===== src/rtl/instr_aligner.sv =====
// instr_aligner: splits FIFO fetch words into 16/32-bit instructions with PC, one per cycle.
module instr_aligner #(
    parameter logic [31:0] RESET_PC = 32'h0000_0000
) (
    input  logic        i_clk,
    input  logic        i_reset_n,
    input  logic        i_flush,
    input  logic [31:0] i_flush_pc,
    input  logic [31:0] i_fifo_data,
    input  logic        i_fifo_empty,
    output logic        o_fifo_pop,
    output logic        o_valid,
    input  logic        i_ready,
    output logic [31:0] o_instr,
    output logic [31:0] o_pc,
    output logic        o_compressed
);
    logic [31:0] pc;
    logic [15:0] hold;
    logic        hold_valid, skip_lo;
    logic        span, hold_c, word_full, accept;
    always_comb begin
        span        = hold_valid && hold[1:0] == 2'b11;
        hold_c      = hold_valid && !span;
        word_full   = i_fifo_data[1:0] == 2'b11;
        o_valid     = !i_flush && !skip_lo && (hold_c || !i_fifo_empty);
        o_compressed = o_valid && (hold_c || (!hold_valid && !word_full));
        o_instr     = !o_valid ? 32'h0 :
                      hold_c   ? {16'h0, hold} :
                      span     ? {i_fifo_data[15:0], hold} :
                      word_full ? i_fifo_data : {16'h0, i_fifo_data[15:0]};
        accept      = o_valid && i_ready;
        // A held RVC instruction is consumed without touching the FIFO.
        o_fifo_pop  = !i_flush && ((skip_lo && !i_fifo_empty) || (accept && !hold_c));
        o_pc        = pc;
    end
    always_ff @(posedge i_clk) begin
        if (!i_reset_n) begin
            pc         <= RESET_PC;
            hold       <= 16'h0;
            hold_valid <= 1'b0;
            skip_lo    <= 1'b0;
        end else if (i_flush) begin
            pc         <= i_flush_pc;
            hold_valid <= 1'b0;
            skip_lo    <= i_flush_pc[1];
        end else if (skip_lo) begin
            if (!i_fifo_empty) begin
                hold       <= i_fifo_data[31:16];
                hold_valid <= 1'b1;
                skip_lo    <= 1'b0;
            end
        end else if (accept) begin
            pc <= pc + (o_compressed ? 32'd2 : 32'd4);
            // Upper halfword stays pending after a straddle or a low RVC.
            if (!hold_c) hold <= i_fifo_data[31:16];
            hold_valid <= !hold_c && (span || !word_full);
        end
    end
endmodule


===== config.mk =====
export PLATFORM = sky130hd
export DESIGN_NAME = instr_aligner
export DESIGN_NICKNAME = d
export VERILOG_FILES = /design/src/rtl/instr_aligner.sv
export SDC_FILE = /design/constraint.sdc
export NUM_CORES = 1
export LEC_CHECK = 0
export ABC_AREA = 1
export CORE_MARGIN = 2
export CORE_UTILIZATION = 49
export DETAILED_ROUTE_END_ITERATION = 12
export GPL_TIMING_DRIVEN = 0
export PLACE_DENSITY = 0.87
export SYNTH_ARGS = -nofsm -noshare
export SYNTH_HDL_FRONTEND = slang
export SYNTH_SLANG_ARGS = --single-unit

===== constraint.sdc =====
create_clock -name i_clk -period 7.1 [get_ports i_clk]
set_input_delay 0.71 -clock i_clk [delete_from_list [all_inputs] [get_ports i_clk]]
set_output_delay 0.71 -clock i_clk [all_outputs]
set_load 0.05 [all_outputs]

; Word-level counts from Yosys, hierarchy flattened
; Index checks and enable logic that the tools add are counted.
; Widths: inputs -> output; s select.
[word_totals]
inputBits = 69
regBits = 50
out_inout_bits = 67
mem_bits_ro = 0
latch_bits = 0
mem_bits_rw = 0
memories = 0
[classes]
n_div = 0
n_bitwise = 2
n_reduce_logical = 28
shift = 0
n_lt_le_gt_ge = 0
muxes = 18
mul = 0
n_eq_ne = 5
n_addsub = 1
[ops]
columns = cell, n
row1 = $mux 32, 7
row2 = $mux 16, 4
row3 = $add 32x3->32, 1
row4 = $logic_and 1x1->1, 11
row5 = $logic_not 1->1, 7
row6 = $mux 1, 6
row7 = $ne 2x2->1 const B, 3
row8 = $eq 2x2->1 const B, 2
row9 = $logic_or 1x1->1, 4
row10 = $reduce_and 2->1, 2
row11 = $reduce_and 4->1, 1
row12 = $reduce_bool 2->1, 2
row13 = $mux 3, 1
row14 = $not 1->1, 2
row15 = $reduce_or 2->1, 1

; Depth between registers and ports, before layout
[logic_depth]
word_depth = 12
mapped_depth = 17
depth_no_buf = 17

; Least setup slack after synthesis
; No wires, ideal clock.
[synth_path]
path_type = input to register
startpoint = input port i_flush
endpoint = register pc[21], in the netlist o_pc[21]
path_stages = 15
slack_ns = 3.199
n_path_buf = 1
setup_ns = 0.109
arrival_ns = 3.792
required_ns = 6.991
cell_sequence = inv_1 buf_2 nand3_1 a21oi_1 ha_1 inv_1 fa_1 nor2_2 nand2_2 nor3_1 nand2_1 nand2_1 nand3_1 nand2_1 inv_1
[synth_via]
elab_chain_len = 9
elab_cells_between_ends = 13
[synth_rtl]
columns = element, line
row1 = from (decl), 7  ; input logic i_flush,
row2 = $logic_not 1->1, 26  ; o_valid = !i_flush && !skip_lo && (hold_c || !i_fifo_empty);
row3 = $logic_and 1x1->1 (2 in series), 26
row4 = $logic_and 1x1->1, 27  ; o_compressed = o_valid && (hold_c || (!hold_valid && !word_full));
row5 = via o_compressed, 16  ; output logic o_compressed
row6 = $mux 3, 54  ; pc <= pc + (o_compressed ? 32'd2 : 32'd4);
row7 = $add 32x3->32, 54
row8 = $mux 32, 53  ; end else if (accept) begin
row9 = $mux 32, 47  ; end else if (skip_lo) begin
row10 = $mux 32, 43  ; end else if (i_flush) begin
row11 = to (signal assigned), 44  ; pc <= i_flush_pc;
row12 = to (signal assigned), 54
row13 = to (decl), 18  ; logic [31:0] pc;
; The timed path passes the listed nets, and every way through them passes these cells. The select of a mux whose other input is x is not followed.
; A chain may end at the register's enable or synchronous reset.

; Worst setup path after layout
[layout_path]
startpoint = input port i_flush
endpoint = output port o_instr[13]
[layout_via]
elab_chain_len = 4
[layout_rtl]
columns = element, line
row1 = $logic_not 1->1, 26
row2 = $logic_and 1x1->1 (2 in series), 26
row3 = $mux 32, 28  ; o_instr = !o_valid ? 32'h0 :
row4 = to (decl), 14  ; output logic [31:0] o_instr,
; Every way passes these cells.

==> run summary <==
Unique masters post-synth - 33
final-report setup violation count - 0
CP most frequent cell - clkdlybuf4s50_1
Root Driver - clkbuf_8
leak pwr - 0.00223 uW
Iteration-0 DRC Markers - 336
hold path start - o_pc[0]$_SDFFE_PN0P_
core area - 0.00733 mm^2
wire length per cell - 14.5 um
Power Density - 147 mW/mm^2
GRT Residual Overflow - 0
Synth Area in Adders - 1.20%
Final Skew - 7.42 ps
average size of a mapped cell - 5.61 um^2
sequential cell area fraction in the yosys report - 26.7%
type of origin of the critical path - primary input
Slowest-stage cell, CP - clkdlybuf4s50_1
Reg2Reg Capture Point - o_pc[23]$_SDFFE_PN0P_
simple-gate portion of the synthesized area - 45.0%
status - complete, no violations
post-DR vias/cell - 5.25
Die Span X - 91.4 um
crit path cell chain - clkdlybuf4s50_1 > inv_1 > buf_2 > nand3_1 > clkbuf_1 > a21oi_1 > clkdlybuf4s50_1
Yosys Warn Count - 0
Critical R2R Launch - hold_valid$_SDFFE_PP0P_
setup ws final - 3060 ps
Fin. Hold Viols - 0
Reg2Reg Setup Slack - 3850 ps
critical path type - primary input to output port
hold depth - 2
Critical Path Sink Type - output port
Crit Path Max Fanout - 10
Die Span Y - 91.4 um
CP startpoint - i_flush
IO Pins - 136
Multi-input gate area - 0.00228 mm^2
top cells by area, synth - dfxtp_1, nand2_1, nor2_1
input/output buffers - 135
clock network fraction of design power - 26.5%
All-Layer GR Usage - 31.5%
# fillers - 614
count of pins over their slew limit - 0
Yosys top cell area share - 26.7%
Crit path largest cell delay - 830 ps
Max Cap Viol - 0
Max Root-Sink Buffers - 2
die footprint - 0.00836 mm^2
Cell Int Power - 503 uW
sequential cell area - 0.00100 mm^2
DRC - 0
Slew HR - 52.4%
H-tree depth - 2
DP Worst Slack - 2840 ps
num rows - 31
post-synthesis instance area - 0.00375 mm^2
RSZ-0062 raised after global routing - no
CTS Buf Count - 5
Worst VDD drop - 0.0962 mV
Syn Inst Count - 668
pin count of the biggest net entering global routing - 16
initial antenna violation count - 0
Worst-Skew Late Latency - 310 ps
ant diodes - 0
cell taking the most area after synthesis - dfxtp_1
Sequential Power Share - 40.5%
clock sink count - 50
Area Overhead vs Synth - 42.3%
mux cell area share after synthesis - 0%
Total Routed Length - 13200 um
Pre-antenna DRT Iters - 5
GPL Wtd Cong - 0.976
setup TNS - 0 ps
Hold Path End - o_pc[0]$_SDFFE_PN0P_
combinational share of power - 33.0%
cts repair resizes - 0
most common cell after layout, fill and taps aside - nand2_1
CTS tree - built
post-synthesis xor/xnor area fraction - 0.935%
share of cells above drive strength 1 - 3.45%
min cycle time layout - 4040 ps
# Post-CTS Setup Buffers - 0
Hold WS - 458 ps
synthesis-stage register bit count - 50
post-route clock period utilization - 56.9%
hold_buf cts - 0
clock-pin slew on the worst setup and hold paths - 100 ps
NetSw - 280 uW
largest family of logic cells by synthesized area - simple AND/OR/NAND/NOR gates
Post-DP HPWL - 10200 um
switch share - 35.7%
post-synthesis compound-gate area fraction - 13.6%
Least-Margin Pin Slew - 714 ps
global-route wire length before repair - 21500 um
vias post-DR - 4773
Hold Path Class - flop to flop
Final #Nets - 882
Max Fclk - 0.248 GHz
Net Count, Synth - 740
Data required, critical path - 6390 ps
Initial Utilization - 51.1%
vias in the first global route - 4498
Arr. time, crit path - 3330 ps
Final ANT Viol Nets - 0
depth of the worst register-to-register path - 15
commonest cells after routing, fill and taps aside - nand2_1, clkdlybuf4s50_1, nor2_1
logic make-up (layout without fill, tap and decap cells):
family,after synthesis,after routing
AOI/OAI and AO/OA,86,86
adders and majority gates,3,3
xor gates and xnor gates,4,4
buffers and inverters,118,261
and+or+nand+nor,407,407
DFF,50,50
worst max-delay path by stage:
| stage | end | slack (ps) |
|---|---|---|
| floorplan | o_pc[21]$_SDFFE_PN0P_ | 3200 |
| global placement | o_pc[17]$_SDFFE_PN0P_ | 2900 |
| detailed placement | o_pc[21]$_SDFFE_PN0P_ | 2840 |
| CTS | o_instr[13] | 3080 |
| global route | o_pc[23]$_SDFFE_PN0P_ | 2810 |
| finish | o_instr[13] | 3060 |
routing by layer:
metal / routed length (um) / global-route usage, % / up-vias
met3: 1170 / 5.15 / 32
met1: 5320 / 37.6 / 2126
li1: - / - / 2375
met2: 6420 / 57.3 / 240
met5: 0 / 0 / -
met4: 297 / 9.97 / 0
per-stage QoR:
stage | std cells | util (%) | power [uW] | area (um^2)
floorplan | 668 | - | 471 | 3750
detailed placement | 902 | 71.2 | 578 | 5220
CTS | 910 | 72.7 | 782 | 5330
global placement | 902 | 71.2 | 574 | 5220
finish | 910 | 72.7 | 782 | 5330
global route | 910 | 72.7 | 819 | 5330
state kept, by name, indices dropped and copies added, names as in the netlist:
register,count
hold_valid,1
hold,16
skip_lo,1
o_pc,32
final cells by class:
type | instances | area share [%]
Inverter | 90 | 6.34
Sequential cell | 50 | 18.8
Clock inverter | 2 | 0.704
Multi-Input combinational cell | 500 | 42.7
Clock buffer | 6 | 1.36
Tap cell | 99 | 2.32
Buffer | 28 | 2.44
Timing Repair Buffer | 135 | 25.3
cell usage after synthesis:
cell and count:
a211oi_1 2, a21boi_0 1, a21oi_1 41, a22oi_1 14, a31oi_1 3, buf_1 2, buf_2 8, buf_4 2
buf_6 1, clkbuf_1 15, clkinv_1 1, dfxtp_1 50, fa_1 1, ha_1 2, inv_1 89, nand2_1 229
nand2_2 2, nand2_4 1, nand3_1 50, nand3b_1 7, nand4_1 2, nand4_4 1, nor2_1 104, nor2_2 2
nor2_4 3, nor3_1 6, o211ai_1 4, o21ai_0 17, o21bai_1 2, o221ai_1 1, o22ai_4 1, xnor2_1 1
xor2_1 3
power groups by stage:
| stage | registers, uW | clock network (uW) | logic, uW |
|---|---|---|---|
| global route | 320 | 223 | 276 |
| global placement | 322 | 0 | 251 |
| finish | 317 | 207 | 258 |
| detailed placement | 323 | 0 | 256 |
| floorplan | 358 | 0 | 112 |
| CTS | 317 | 209 | 257 |
critical path: cells and delay by family:
family                 cells  cell delay, ps
buffers and inverters      5            2130
AND/OR/NAND/NOR            1             250
AO/OA/AOI/OAI              1             240
No activity file was read; power rests on OpenSTA's default activity.
